[config.mk]
export PLATFORM = sky130hd
export DESIGN_NAME = alu_regfile_stage
export DESIGN_NICKNAME = d
export VERILOG_FILES = /design/src/rtl/alu_pkg.sv /design/src/rtl/alu_regfile.sv /design/src/rtl/alu_regfile_stage.sv
export SDC_FILE = /design/constraint.sdc
export NUM_CORES = 1
export LEC_CHECK = 0
export BUFFER_PORTS_ARGS = -buffer_cell sky130_fd_sc_hd__buf_2
export CAP_MARGIN = 20
export CORE_MARGIN = 5
export CORE_UTILIZATION = 53
export CTS_CLUSTER_DIAMETER = 200
export CTS_CLUSTER_SIZE = 30
export DETAILED_ROUTE_END_ITERATION = 10
export HOLD_SLACK_MARGIN = 0.08
export PLACE_DENSITY = 0.78
export SKIP_LAST_GASP = 1
export SYNTH_ARGS = -nofsm -noshare
export SYNTH_HDL_FRONTEND = slang
export SYNTH_SLANG_ARGS = --single-unit
[constraint.sdc]
create_clock -name clk -period 12.2 [get_ports clk]
set_input_delay 2.44 -clock clk [delete_from_list [all_inputs] [get_ports clk]]
set_output_delay 2.44 -clock clk [all_outputs]
set_load 0.01 [all_outputs]
[src/rtl/alu_pkg.sv]
// Shared ALU constants and types for the issue/writeback stage.
// Func codes follow the lab4 ALU encoding.
package alu_pkg;

   localparam int DATA_W = 32;
   localparam int FUNC_W = 5;

   // Shift and mul/div are families; only the prefix bits are fixed.
   localparam logic [FUNC_W-1:0] FUNC_SHIFT  = 5'b00000;
   localparam logic [FUNC_W-1:0] FUNC_MULDIV = 5'b10000;
   localparam logic [FUNC_W-1:0] FUNC_ADD    = 5'b10110;
   localparam logic [FUNC_W-1:0] FUNC_SUB    = 5'b10111;
   localparam logic [FUNC_W-1:0] FUNC_AND    = 5'b11000;
   localparam logic [FUNC_W-1:0] FUNC_OR     = 5'b11001;
   localparam logic [FUNC_W-1:0] FUNC_NOR    = 5'b11010;
   localparam logic [FUNC_W-1:0] FUNC_XOR    = 5'b11011;

   typedef struct packed {
      logic              valid;
      logic              load;
      logic [FUNC_W-1:0] func;
      logic [DATA_W-1:0] a;
      logic [DATA_W-1:0] b;
      logic [DATA_W-1:0] imm;
   } e_op_t;

   function automatic logic is_addsub(input logic [FUNC_W-1:0] f);
      return f[4:1] == FUNC_ADD[4:1];
   endfunction

endpackage

[src/rtl/alu_regfile.sv]
// Register file: one write port, three combinational read ports.
// Register 0 is never written and always reads as zero.
import alu_pkg::*;

module alu_regfile #(
   parameter int NREGS  = 8,
   parameter int REG_AW = 3
) (
   input  logic              clk,
   input  logic              rst,
   input  logic              we,
   input  logic [REG_AW-1:0] waddr,
   input  logic [DATA_W-1:0] wdata,
   input  logic [REG_AW-1:0] rs_addr,
   output logic [DATA_W-1:0] rs_data,
   input  logic [REG_AW-1:0] rt_addr,
   output logic [DATA_W-1:0] rt_data,
   input  logic [REG_AW-1:0] dbg_addr,
   output logic [DATA_W-1:0] dbg_data
);

   logic [DATA_W-1:0] regs [NREGS];

   always_ff @(posedge clk or posedge rst) begin
      if (rst) begin
         for (int i = 0; i < NREGS; i++) begin
            regs[i] <= '0;
         end
      end else if (we && waddr != '0) begin
         regs[waddr] <= wdata;
      end
   end

   assign rs_data  = (rs_addr  == '0) ? '0 : regs[rs_addr];
   assign rt_data  = (rt_addr  == '0) ? '0 : regs[rt_addr];
   assign dbg_data = (dbg_addr == '0) ? '0 : regs[dbg_addr];

endmodule

[src/rtl/alu_regfile_stage.sv]
// Issue/writeback stage around the external combinational ALU.
// One op per cycle; results forwarded from E so dependents never wait.
import alu_pkg::*;

module alu_regfile_stage #(
   parameter int NREGS  = 8,
   parameter int REG_AW = 3
) (
   input  logic              clk,
   input  logic              rst,
   input  logic              in_valid,
   output logic              in_ready,
   input  logic              in_load,
   input  logic [4:0]        in_func,
   input  logic [REG_AW-1:0] in_rs,
   input  logic [REG_AW-1:0] in_rt,
   input  logic [REG_AW-1:0] in_rd,
   input  logic [31:0]       in_imm,
   input  logic              stall,
   output logic [31:0]       alu_A,
   output logic [31:0]       alu_B,
   output logic [4:0]        alu_func,
   input  logic [31:0]       alu_result,
   input  logic              alu_overflow,
   input  logic              alu_zero,
   output logic              wb_valid,
   output logic [REG_AW-1:0] wb_rd,
   output logic [31:0]       wb_data,
   output logic              flag_zero,
   output logic              flag_ovf,
   input  logic              flag_clr,
   input  logic [REG_AW-1:0] dbg_addr,
   output logic [31:0]       dbg_data
);

   e_op_t             e_op;
   logic [REG_AW-1:0] e_rd;
   logic [DATA_W-1:0] e_value;
   logic [DATA_W-1:0] rs_data;
   logic [DATA_W-1:0] rt_data;
   logic [DATA_W-1:0] fwd_a;
   logic [DATA_W-1:0] fwd_b;
   logic              retire;
   logic              ovf_set;
   logic              issue;

   assign in_ready = ~stall;
   assign issue    = in_valid & ~stall;
   assign retire   = e_op.valid & ~stall;
   assign e_value  = e_op.load ? e_op.imm : alu_result;

   // Only add/sub produce a meaningful overflow from the ALU.
   assign ovf_set  = retire & ~e_op.load & alu_overflow
                   & is_addsub(e_op.func);

   assign alu_A    = e_op.a;
   assign alu_B    = e_op.b;
   assign alu_func = e_op.func;

   alu_regfile #(
      .NREGS  (NREGS),
      .REG_AW (REG_AW)
   ) u_rf (
      .clk      (clk),
      .rst      (rst),
      .we       (retire),
      .waddr    (e_rd),
      .wdata    (e_value),
      .rs_addr  (in_rs),
      .rs_data  (rs_data),
      .rt_addr  (in_rt),
      .rt_data  (rt_data),
      .dbg_addr (dbg_addr),
      .dbg_data (dbg_data)
   );

   // Forward the in-flight E result; r0 never forwards.
   always_comb begin
      fwd_a = rs_data;
      if (in_rs == '0) begin
         fwd_a = '0;
      end else if (e_op.valid && e_rd == in_rs) begin
         fwd_a = e_value;
      end
   end

   always_comb begin
      fwd_b = rt_data;
      if (in_rt == '0) begin
         fwd_b = '0;
      end else if (e_op.valid && e_rd == in_rt) begin
         fwd_b = e_value;
      end
   end

   always_ff @(posedge clk or posedge rst) begin
      if (rst) begin
         e_op <= '0;
         e_rd <= '0;
      end else if (!stall) begin
         e_op.valid <= in_valid;
         if (issue) begin
            e_op.load <= in_load;
            e_op.func <= in_func;
            e_op.a    <= fwd_a;
            e_op.b    <= fwd_b;
            e_op.imm  <= in_imm;
            e_rd      <= in_rd;
         end
      end
   end

   always_ff @(posedge clk or posedge rst) begin
      if (rst) begin
         wb_valid  <= 1'b0;
         wb_rd     <= '0;
         wb_data   <= '0;
         flag_zero <= 1'b0;
      end else begin
         wb_valid <= retire;
         if (retire) begin
            wb_rd     <= e_rd;
            wb_data   <= e_value;
            flag_zero <= e_op.load ? (e_op.imm == '0) : alu_zero;
         end
      end
   end

   // A same-edge set beats the clear.
   always_ff @(posedge clk or posedge rst) begin
      if (rst) begin
         flag_ovf <= 1'b0;
      end else if (ovf_set) begin
         flag_ovf <= 1'b1;
      end else if (flag_clr && !stall) begin
         flag_ovf <= 1'b0;
      end
   end

endmodule

# --- Word-level counts from Yosys, hierarchy flattened ---
# Index checks and enable logic that the tools add are counted.
classes:
  n_lt_le_gt_ge: 5
  n_eq_ne: 3
  mux: 21
  bitwise: 11
  reduce_logical: 13
ops:
  columns: ["op", "count"]
  rows:
  - ["two-way mux 32 bit", 13]
  - ["binary-select mux 32 bit (select 3 bit)", 3]
  - ["bitwise mux 256 bit", 1]
  - ["demux 32 bit (select 3 bit)", 1]
  - ["zero test 32 bit", 1]
  - ["greater-or-equal comparator 4 bit (second input constant)", 4]
  - ["NOT 3 -> 4 bit", 4]
  - ["zero test 3 bit", 3]
  - ["== test 3 bit", 2]
  - ["AND 1 bit", 5]
  - ["logical AND 1 bit", 5]
  - ["== test 4 bit (second input constant)", 1]
  - ["< comparator 4 x 1 -> 1 bit (second input constant)", 1]
  - ["two-way mux 1 bit", 3]
  - ["nonzero test 3 bit", 1]
  - ["NOT 1 bit", 2]
  - ["AND reduction 2 bit", 1]
  - ["nonzero test 2 bit", 1]
  - ["zero test 1 bit", 1]
totals:
  register_bits: 400
  output_inout_bits: 140

# --- Longest topological paths before layout ---
# Gate-level depths: netlist of the first run.
logic_depth:
  ltp_word: 6
  ltp_mapped: 7

# --- Modules after synthesis ---
# From an unflattened synthesis of the first run, not the netlist that was laid out.
hier_totals:
  hier_cells: 1828
  hier_area_um2: 21161.5
by_module_without_submodules:
  columns: ["mod", "instances", "cells_each", "area_each_um2", "seq_area_each_um2"]
  rows:
  - ["alu_regfile", 1, 1069, 14137.3, 5605.4]
  - ["alu_regfile_stage", 1, 759, 7024.2, 3603.5]

# --- Worst setup path after synthesis of the first run ---
# No wires, ideal clock.
synth_timing:
  path_kind: "in2out"
  startpoint: "input port dbg_addr[0]"
  endpoint: "output port dbg_data[26]"
  arrival_ps: 3658
  slack_ps: 6102
  cell_stages: 5
  n_path_buf: 2
  path_cell_list: "buf_2 buf_2 mux4_2 nand2_1 o21ai_0"
synth_between:
  elab_chain_cells: 5
synth_rtl:
  columns: ["item", "line_no", "source"]
  rows:
  - ["from (decl)", "alu_regfile_stage.sv:32", "input logic [REG_AW-1:0] dbg_addr,"]
  - ["NOT 3 -> 4 bit (not written as such)", "alu_regfile.sv:36", "assign dbg_data = (dbg_addr == '0) ? '0 : regs[dbg_addr];"]
  - ["binary-select mux 32 bit (select 3 bit)", "alu_regfile.sv:36", null]
  - ["two-way mux 32 bit (not written as such) (2 in a row)", "alu_regfile.sv:36", null]
  - ["two-way mux 32 bit *", "alu_regfile.sv:36", null]
  - ["to (decl)", "alu_regfile_stage.sv:33", "output logic [31:0] dbg_data"]
# Every way passes the cells marked *; elsewhere a longest branch is shown, timed or not. The select of a mux whose other input is x is not followed.

# --- Worst setup path in the final report of the first run ---
layout_timing:
  startpoint: "input port dbg_addr[1]"
  endpoint: "output port dbg_data[20]"
# The elaborated chain is that of the path after synthesis.

==> results of run 1 <==
## final cells by class
| type | count | area (µm²) | area share [%] |
|---|---|---|---|
| inverter | 5 | 25.02 | 0.1207 |
| multi-input combinational | 1381 | 8924 | 43.03 |
| clock inverter | 1 | 30.03 | 0.1448 |
| sequential | 368 | 9210 | 44.41 |
| timing repair buffer | 277 | 1536 | 7.408 |
| clock buffer | 18 | 429.2 | 2.069 |
| tap | 468 | 585.6 | 2.823 |
## registers in the layout (all words and copies together), names as in the netlist
signal,count
e_rd,3
u_rf.regs,224
alu_A,32
flag_zero,1
wb_data,32
e_op,34
wb_rd,3
alu_B,32
alu_func,5
flag_ovf,1
wb_valid,1
## how the worst max path moves through the flow
stage                      startpoint            to  slack (ns)  depth (start not counted)
after floorplan                   rst      alu_A[0]        4.82                          1
after detailed placement  dbg_addr[1]  dbg_data[20]        4.80                          6
final                     dbg_addr[1]  dbg_data[20]        4.72                          6
after CTS                 dbg_addr[1]  dbg_data[20]        4.80                          6
after global placement    dbg_addr[1]  dbg_data[20]        4.81                          6
after global routing      dbg_addr[0]  dbg_data[20]        4.68                          7
## power groups by stage
stage	Sequential (mW)	Clock (mW)	Combinational [mW]
3_5_place_dp	2.17	0	1.49
3_3_place_gp	2.13	0	1.43
2_1_floorplan	2.04	0	1.18
6_report	2.17	0.657	1.51
5_1_grt	2.23	0.703	1.69
4_1_cts	2.15	0.665	1.50
## cells in the final DEF (no fill, tap or decap), drive strengths merged, types with 31 or more instances in the layout
cell type  instances
dfrtp            368
buf              277
nand2            237
nor2             194
a21oi            194
o21ai            162
mux2i            161
o22ai            128
mux2              72
or2               64
o221ai            64
mux4              32
a22oi             31
## cell usage after synthesis, drive strengths merged (2+ instances only)
cell type / count
or2: 64
nor4: 7
o21ai: 162
nor2: 194
clkbuf: 51
nor3: 6
mux4: 32
nand2: 237
or3: 2
o221ai: 64
dfrtp: 368
or4: 2
a22oi: 31
xnor2: 6
nand4: 3
and4: 2
mux2: 72
o22ai: 128
a21oi: 194
inv: 5
mux2i: 161
buf: 183
nand3: 2
nand2b: 4
## worst min-delay path: stages (launching register included)
cell     delay, ns
dfrtp_1       0.36
nand2_1       0.05
o21ai_0       0.06
## metal layers
layer | wire [µm] | vias up | track usage (%) | share of wire [%]
met5 | 0 | - | 0 | 0
met4 | 1971 | 0 | 10.42 | 3.3
met3 | 6633 | 171 | 6.738 | 11
met2 | 27020 | 1012 | 44.40 | 45
met1 | 24400 | 7938 | 39.96 | 41
li1 | - | 7184 | - | -
## logic make-up after synthesis
family | after synthesis | synth area share, %
mux | 265 | 16.11
compound gates | 583 | 17.66
xor+xnor | 6 | 0.2693
simple gates | 527 | 11.59
buf+inv | 239 | 7.194
flops | 368 | 47.19
==> results.md, run 1 <==
- Outcome: finished, final reports clean
- DRT Pass-1 Iters: 6
- Hold_buf cts: 0
- PwrDens: 209.1 nW/µm²
- CP max stage delay: approximately 0.80 ns
- Worst r2r src: e_op[102]
- Area after DPL: 20230 µm²
- Ys flop type: dfrtp_1
- Worst-Skew Late Latency: 0.54 ns
- # setup viols final: 0
- Cell Rows: 70
- Setup CP Type: in2out
- Share of cells above drive strength 1: 23.61%
- CTS tree: yes
- Max Cap Violations: 0
- RSZ-0062 raised after global routing: no
- Seq pwr share: about half
- Clk_skew: 0.03600 ns
- Final worst-path cycle share: 61.34%
- Final setup TNS: 0 ns
- Initial core utilization: 53.43%
- Post-synth EDFFs: 0
- WL per Instance: 23.84 µm
- Crit path buf inv count: 3
- Post-route cell area: 20740 µm²
- Worst Tran Pin Value: 1.140 ns
- Fill count: 3125
- Crit-path slowest cell: nor2b_2
- DRC Markers: 0
- Slew Limit Fails: 0
- Sw Pwr: 1.670 mW
- Crit path arrival time: 5.04 ns
- H-tree depth: 1
- Syn avg cell area: roughly 9.8 µm²
- CP top delay family: buffers and inverters
- Top cells by area, synth: dfrtp_1 (47%), mux2i_1 (8.3%), a21oi_1 (5.0%), nand2_1 (4.6%), mux2_2 (4.2%)
- Core area: about 37000 µm²
- Syn_nets: 2077
- Max_slew headroom: between 20 and 25%
- Final WS setup: roughly 4.7 ns
- Via Count: 16305
- First-pass GRT wire length: approximately 94000 µm
- Min-delay worst type: reg2reg
- Worst-path clk slew: 0.12 ns
- Post-CTS resize count: 0
- Crit Path Max Fanout: 30
- Gr usage total: 28.73%
- Worst vdd ir: 0.1109 mV
- WHS Endpoint: wb_data[8]
- Die Ht: ~200 µm
- Clock Sinks: between 300 and 400
- CP endpoint kind: primary output
- Crit path cell chain: buf_2, nor2b_2, buf_4, a22oi_1, o21ai_0, buf_2
- Clock share of power: 15.1%
- Post-layout min period: 7.483 ns
- Comb pwr share: a little over a third
- Antenna-violating nets left: 0
- Placer congestion estimate: 0.8681
- Clock root cell: clkbuf_16
- Final hold violations: 0
- Register area share after synthesis: 47.19%
- Die Wd: roughly 200 µm
- Antenna violations before repair: 0
- I/O pin cnt: 229
- Cell Area, Synth: 19510 µm²
- Final cell count without fillers: approximately 2500
- ANT cells: 0
- Min Hold Slack: 0.4896 ns
- Hold Crit Start: wb_data[8]
- DP Cell Count: 2493
- Critical path's most frequent cell: buf_2
- Number of global-route vias before repair: 16302
- Count of different cell masters after synthesis: slightly above 40
- Sw frac: between 30% and 40%
- Post-DP HPWL: 37180 µm
- Worst EP required: between 9 and 10 ns
- Core Util, Final: 56.79%
- Async set-reset flop share out of synthesis: 100.0%
- Pwr Total: 4.336 mW
- Synth Instances: 1988
- NumNets Final: 2138
- Initial DRC Count: 2003
- FF-to-FF path depth: 5
- Reg-to-reg slack, setup: 9.51 ns
- Pint: about 2.7 mW
- Port buffer count: 228
- Synthesis warning total: 0
- Critical R2R Capture: u_rf.regs[163]
- Die area: 40760 µm²
- Synth top area share: 47.19%
- Remaining global-route overflow: 0
- Setup crit start kind: input port
- Setup Buffers After CTS: 0
- Worst slack at placement: 4.796 ns
- Cell taking the most area after synthesis: dfrtp_1
- Largest net degree at the start of global routing: 174
- LEAKAGE: 9.389 nW
- P&R area growth vs syn: 6.277%
- Max frequency: ~130 MHz
- Maximum root-to-sink buffer count: 3
- Hold path depth: 2
- Final wirelength: 60020 µm
- Yosys reg bits: 368
- Total CTS buffers: 16
- Vias per cell: 6.475
Note: power is estimated with default switching activity, not from simulation.
==> run 2, diff against run 1 <==
==> constraint.sdc (replaced) <==
create_clock -name clk -period 6.3 [get_ports clk]
set_input_delay 1.26 -clock clk [delete_from_list [all_inputs] [get_ports clk]]
set_output_delay 1.26 -clock clk [all_outputs]
set_load 0.01 [all_outputs]
==> run 2 against run 1 <==
Hold slack got worse by 0.0010 ns. Critical path depth unchanged. Routed wire length decreased by 0.74%. Worst setup slack got worse by 3.0 ns. Final area increased by 0.20%. Total power increased by 93%. Clock skew increased by 0.0023 ns. Via count decreased by 1.7%. Non-clock buffer count increased by 2. Utilization increased by 0.11 points. Count of clock-buffer cells in the layout decreased by 1. First-iteration DRC count decreased by 10%. Largest cell class unchanged.
==> results.md, run 2 (same netlist as run 1, synthesis figures left out) <==
- Outcome: finished, final reports clean
- Initial DRC Count: 1802
- Critical R2R Capture: u_rf.regs[158]
- CTS tree: yes
- Post-route cell area: between 20000 and 25000 µm²
- Commonest cells after routing, fill and taps aside: dfrtp_1 (367), nand2_1 (235), buf_2 (225), nor2_1 (194), a21oi_1 (194)
- Via Count: 16022
- Number of global-route vias before repair: 16122
- Share of cells above drive strength 1: 23.70%
- Crit path buf inv count: 3
- Register name with the most flops: u_rf.regs
- Clock Sinks: 368
- Critical path's most frequent cell: buf_2
- LEAKAGE: between 9 and 10 nW
- Hold Crit Start: wb_rd[0]
- Pwr Total: ~8.4 mW
- Worst Tran Pin Value: between 1 and 1.5 ns
- Setup crit start kind: input port
- Min-delay worst type: reg2reg
- Placer congestion estimate: between 0.8 and 0.9
- Final wirelength: 59580 µm
- Hold path depth: 2
- Port buffer count: about 230
- PwrDens: 402.4 nW/µm²
- Final hold violations: 0
- Area after DPL: between 20000 and 25000 µm²
- Post-CTS resize count: 0
- Worst vdd ir: 0.2264 mV
- RSZ-0062 raised after global routing: no
- Setup Buffers After CTS: 0
- DRC Markers: 0
- Post-DP HPWL: between 30000 and 40000 µm
- Setup CP Type: in2out
- Top flop regs: u_rf.regs (224), e_op (34)
- Worst r2r src: e_op[102]
- Clk_skew: 0.03828 ns
- H-tree depth: 1
- Cell Rows: 70
- Remaining global-route overflow: 0
- ANT cells: 0
- Post-layout min period: 4.558 ns
- Vias per cell: 6.360
- Max_slew headroom: 21.92%
- WL per Instance: 23.65 µm
- Maximum root-to-sink buffer count: 3
- Worst EP required: 5.04 ns
- Slew Limit Fails: 0
- Die Ht: 201.9 µm
- Gr usage total: between 20% and 30%
- Die Wd: 201.9 µm
- Clock root cell: clkbuf_16
- CP top delay family: buffers and inverters
- Largest register FFs: approximately 220
- WHS Endpoint: wb_rd[0]
- Most common cell after layout, fill and taps aside: dfrtp_1
- Worst-path clk slew: 0.11 ns
- Crit Path Max Fanout: 33
- P&R area growth vs syn: 6.489%
- NumNets Final: between 2000 and 2500
- Crit path arrival time: 3.30 ns
- Min Hold Slack: ~0.49 ns
- # setup viols final: 0
- Reg-to-reg slack, setup: about 3.6 ns
- Final worst-path cycle share: 72.34%
- First-pass GRT wire length: just over 90000 µm
- CP endpoint kind: primary output
- Max frequency: 219.4 MHz
- Core Util, Final: 56.90%
- I/O pin cnt: between 200 and 250
- Fill count: 3107
- FF-to-FF path depth: 5
- Die area: 40760 µm²
- Initial core utilization: between 50 and 60%
- Antenna-violating nets left: 0
- Largest net degree at the start of global routing: 179
- Crit path cell chain: buf_2, nor2b_2, buf_4, a22oi_1, o21ai_0, buf_2
- Hold_buf cts: 0
- Crit-path slowest cell: buf_2
- Final setup TNS: 0 ns
- Worst-Skew Late Latency: between 0.5 and 0.6 ns
- Core area: ~37000 µm²
- DRT Pass-1 Iters: 6
- Max Cap Violations: 0
- Antenna violations before repair: 0
- CP max stage delay: 0.74 ns
- Total CTS buffers: 16
[run 2: changes by cell type in the layout (fill, tap and decap cells not counted), sizes merged]
cell | previous run | this run
buf | 277 | 279
clkbuf | 18 | 17
[run 2: worst max path at each step]
stage / from / to / slack, ns / cells past startpoint
after floorplan: rst / alu_A[0] / 0.10 / 1
after global placement: dbg_addr[1] / dbg_data[20] / 1.79 / 6
after detailed placement: dbg_addr[1] / dbg_data[8] / 1.77 / 6
after CTS: dbg_addr[1] / dbg_data[8] / 1.76 / 6
after global routing: dbg_addr[1] / dbg_data[8] / 1.71 / 6
final: dbg_addr[1] / dbg_data[20] / 1.74 / 6
[run 2: metrics by stage]
| stage | instances | worst slack [ns] |
|---|---|---|
| after CTS | 2510 | 1.763 |
| after global routing | 2519 | 1.714 |
| after floorplan | 1988 | 0.1018 |
| final | 2519 | 1.742 |
| after detailed placement | 2492 | 1.765 |
| after global placement | 2487 | 1.786 |
[run 2: tightest hold or removal path: stages, from the launching register on]
cell,delay [ns]
dfrtp_1,0.36
nand2_1,0.05
nand2_1,0.05
[run 2: cell type report]
cell class,instances,area [µm²],share of cell area (%)
repair buffers,279,1582,7.610
well taps,468,585.6,2.818
clock inverters,1,30.03,0.1445
flip-flops and latches,368,9210,44.32
clock buffers,17,425.4,2.047
inverters,5,25.02,0.1204
multi-input cells,1381,8924,42.94
[run 2: per-layer routing]
layer	GRT usage (%)	wire, µm
met3	6.450	5985
met4	9.644	1975
met5	0	0
met2	44.27	26690
met1	40.16	24930
[run 2: report_power, final]
group,total (mW),switching (mW),internal (mW),leakage [nW]
combinational,2.92,1.53,1.39,4.68
sequential,4.19,0.914,3.28,4.50
clock,1.25,0.749,0.499,0.221
==> run 3, diff against run 2 <==
==> constraint.sdc (replaced) <==
create_clock -name clk -period 4.19 [get_ports clk]
set_input_delay 0.838 -clock clk [delete_from_list [all_inputs] [get_ports clk]]
set_output_delay 0.838 -clock clk [all_outputs]
set_load 0.01 [all_outputs]
==> run 3 against run 2 <==
Total power rose by 52%. Highest routed layer is now met5. Largest cell class unchanged. Sequential cell count is the same. Clock power increased by 54%. Sequential share of layout area shrank 0.36 points. Final area up 0.82%. Clock skew fell by 0.0027 ns. Routed wire length up 3.5%.
==> results.md, run 3 (same netlist as run 1, synthesis figures left out) <==
- Worst vdd ir: 0.3334 mV
- DP Cell Count: 2513
- Multi-input combinational cell area: 8919 µm²
- Pint: 7.785 mW
- # setup viols final: 0
- Crit Path Max Fanout: 22
- Final worst-path cycle share: 83.31%
- Die Ht: about 200 µm
- I/O pin cnt: 229
- ANT cells: 0
- GR Util met2: a little under half
- Setup Buffers After CTS: 0
- Clock root cell: clkbuf_16
- Min-delay worst type: in2async
- Placer congestion estimate: 0.8668
- Maximum root-to-sink buffer count: 3
- Slew Limit Fails: 0
- Via Count: 16427
- Grt met1 use: 40.93%
- Initial DRC Count: 1950
- Sw frac: 38.66%
- Worst r2r src: e_op[102]
- H-tree depth: 1
- Share of cells above drive strength 1: 24.29%
- Max frequency: around 290 MHz
- Max Cap Violations: 0
- Die Wd: 201.9 µm
- Setup CP Type: in2out
- Crit path arrival time: 2.65 ns
- Post-CTS resize count: 0
- Antenna-violating nets left: 0
- Gr usage total: 29.37%
- PwrDens: 605.8 nW/µm²
- Final hold violations: 0
- Outcome: finished, final reports clean
- Top flop regs: u_rf.regs (224), e_op (34)
- Antenna violations before repair: 1
- Worst EP required: 3.35 ns
- First-pass GRT wire length: 95580 µm
- WL per Instance: 24.29 µm
- Initial core utilization: a little over half
- DRT Pass-1 Iters: 6
- RSZ-0062 raised after global routing: no
- Post-DP HPWL: between 30000 and 40000 µm
- Fill count: 3138
- Worst-Skew Late Latency: 0.54 ns
- Hold_buf cts: 0
- Setup crit start kind: input port
- Commonest cells after routing, fill and taps aside: dfrtp_1 (367), nand2_1 (237), buf_2 (225), nor2_1 (194), a21oi_1 (194)
- LEAKAGE: 9.502 nW
- Worst Tran Pin Value: 1.152 ns
- Critical R2R Capture: u_rf.regs[198]
- Largest register FFs: 224
- Final wirelength: 61680 µm
- Reg-to-reg slack, setup: between 1.5 and 2 ns
- CTS tree: yes
- Seq pwr share: 50.0%
- Largest net degree at the start of global routing: 92
- Register name with the most flops: u_rf.regs
- NumNets Final: about 2200
- Number of global-route vias before repair: 16429
- Port buffer count: 228
- Post-layout min period: 3.490 ns
- DRC Markers: 0
- Clock share of power: 15.1%
- Sw Pwr: ~5 mW
- Pwr Total: 12.69 mW
- Clk_skew: 0.03557 ns
- Die area: 40760 µm²
- P&R area growth vs syn: 7.360%
- Core area: 36520 µm²
- Most common cell after layout, fill and taps aside: dfrtp_1
- Worst-path clk slew: around 0.12 ns
- Post-route cell area: 20950 µm²
- Register area: 9210 µm²
- Cell Rows: 70
- Met3 usage: 6.803%
- Area after DPL: 20440 µm²
- Final setup TNS: 0 ns
- Max_slew headroom: 21.01%
- Comb pwr share: roughly a third
- Clock Sinks: 368
- Total CTS buffers: 16
- Most used routing layer: met2
- Core Util, Final: 57.37%
- Remaining global-route overflow: 0
- Vias per cell: between 6 and 7
- FF-to-FF path depth: 6
- CP endpoint kind: primary output
- Final cell count without fillers: 2539
## run 3: cell count changes in the layout (fill, tap and decap cells not counted), sizes merged
cell    previous run  this run
buf              279       298
clkbuf            17        18
## run 3: final cells by class
| class | instances | area share, % |
|---|---|---|
| flip-flops and latches | 368 | 43.96 |
| multi-input cells | 1381 | 42.57 |
| repair buffers | 298 | 8.367 |
| well taps | 468 | 2.795 |
| clock buffers | 18 | 2.048 |
| clock inverters | 1 | 0.1433 |
| inverters | 5 | 0.1194 |
## run 3: power groups by stage
stage / Combinational (mW) / Sequential [mW] / Clock [mW]
2_1_floorplan: 3.44 / 5.94 / 0
3_3_place_gp: 4.20 / 6.23 / 0
4_1_cts: 4.40 / 6.27 / 1.95
6_report: 4.43 / 6.34 / 1.92
3_5_place_dp: 4.38 / 6.34 / 0
5_1_grt: 4.93 / 6.51 / 2.07
## run 3: per-layer routing
| metal | vias to the layer above | wire, µm |
|---|---|---|
| met5 | - | 13 |
| met4 | 2 | 2305 |
| met3 | 191 | 6756 |
| met2 | 1045 | 27560 |
| met1 | 7962 | 25050 |
| li1 | 7227 | - |
## run 3: how the worst max path moves through the flow
stage	slack, ns	cells past startpoint	to	from
6_report	0.70	6	dbg_data[13]	dbg_addr[0]
4_1_cts	0.71	6	dbg_data[25]	dbg_addr[0]
5_1_grt	0.58	6	dbg_data[24]	dbg_addr[0]
2_1_floorplan	-1.59	1	alu_A[0]	rst
3_3_place_gp	0.73	6	dbg_data[22]	dbg_addr[0]
3_5_place_dp	0.72	6	dbg_data[25]	dbg_addr[0]
## run 3: critical path, stage by stage
cell and delay, ns:
buf_4 0.35, buf_4 0.40, mux4_2 0.56, nand2_1 0.09, o21ai_0 0.16, buf_2 0.22
## run 3: stage by stage
stage               hold WS, ns  setup slack [ns]
finish                   0.4494            0.6995
global route             0.5052            0.5813
CTS                      0.4808            0.7143
detailed placement       0.4654            0.7204
global placement         0.4571            0.7307
floorplan                0.4571            -1.586
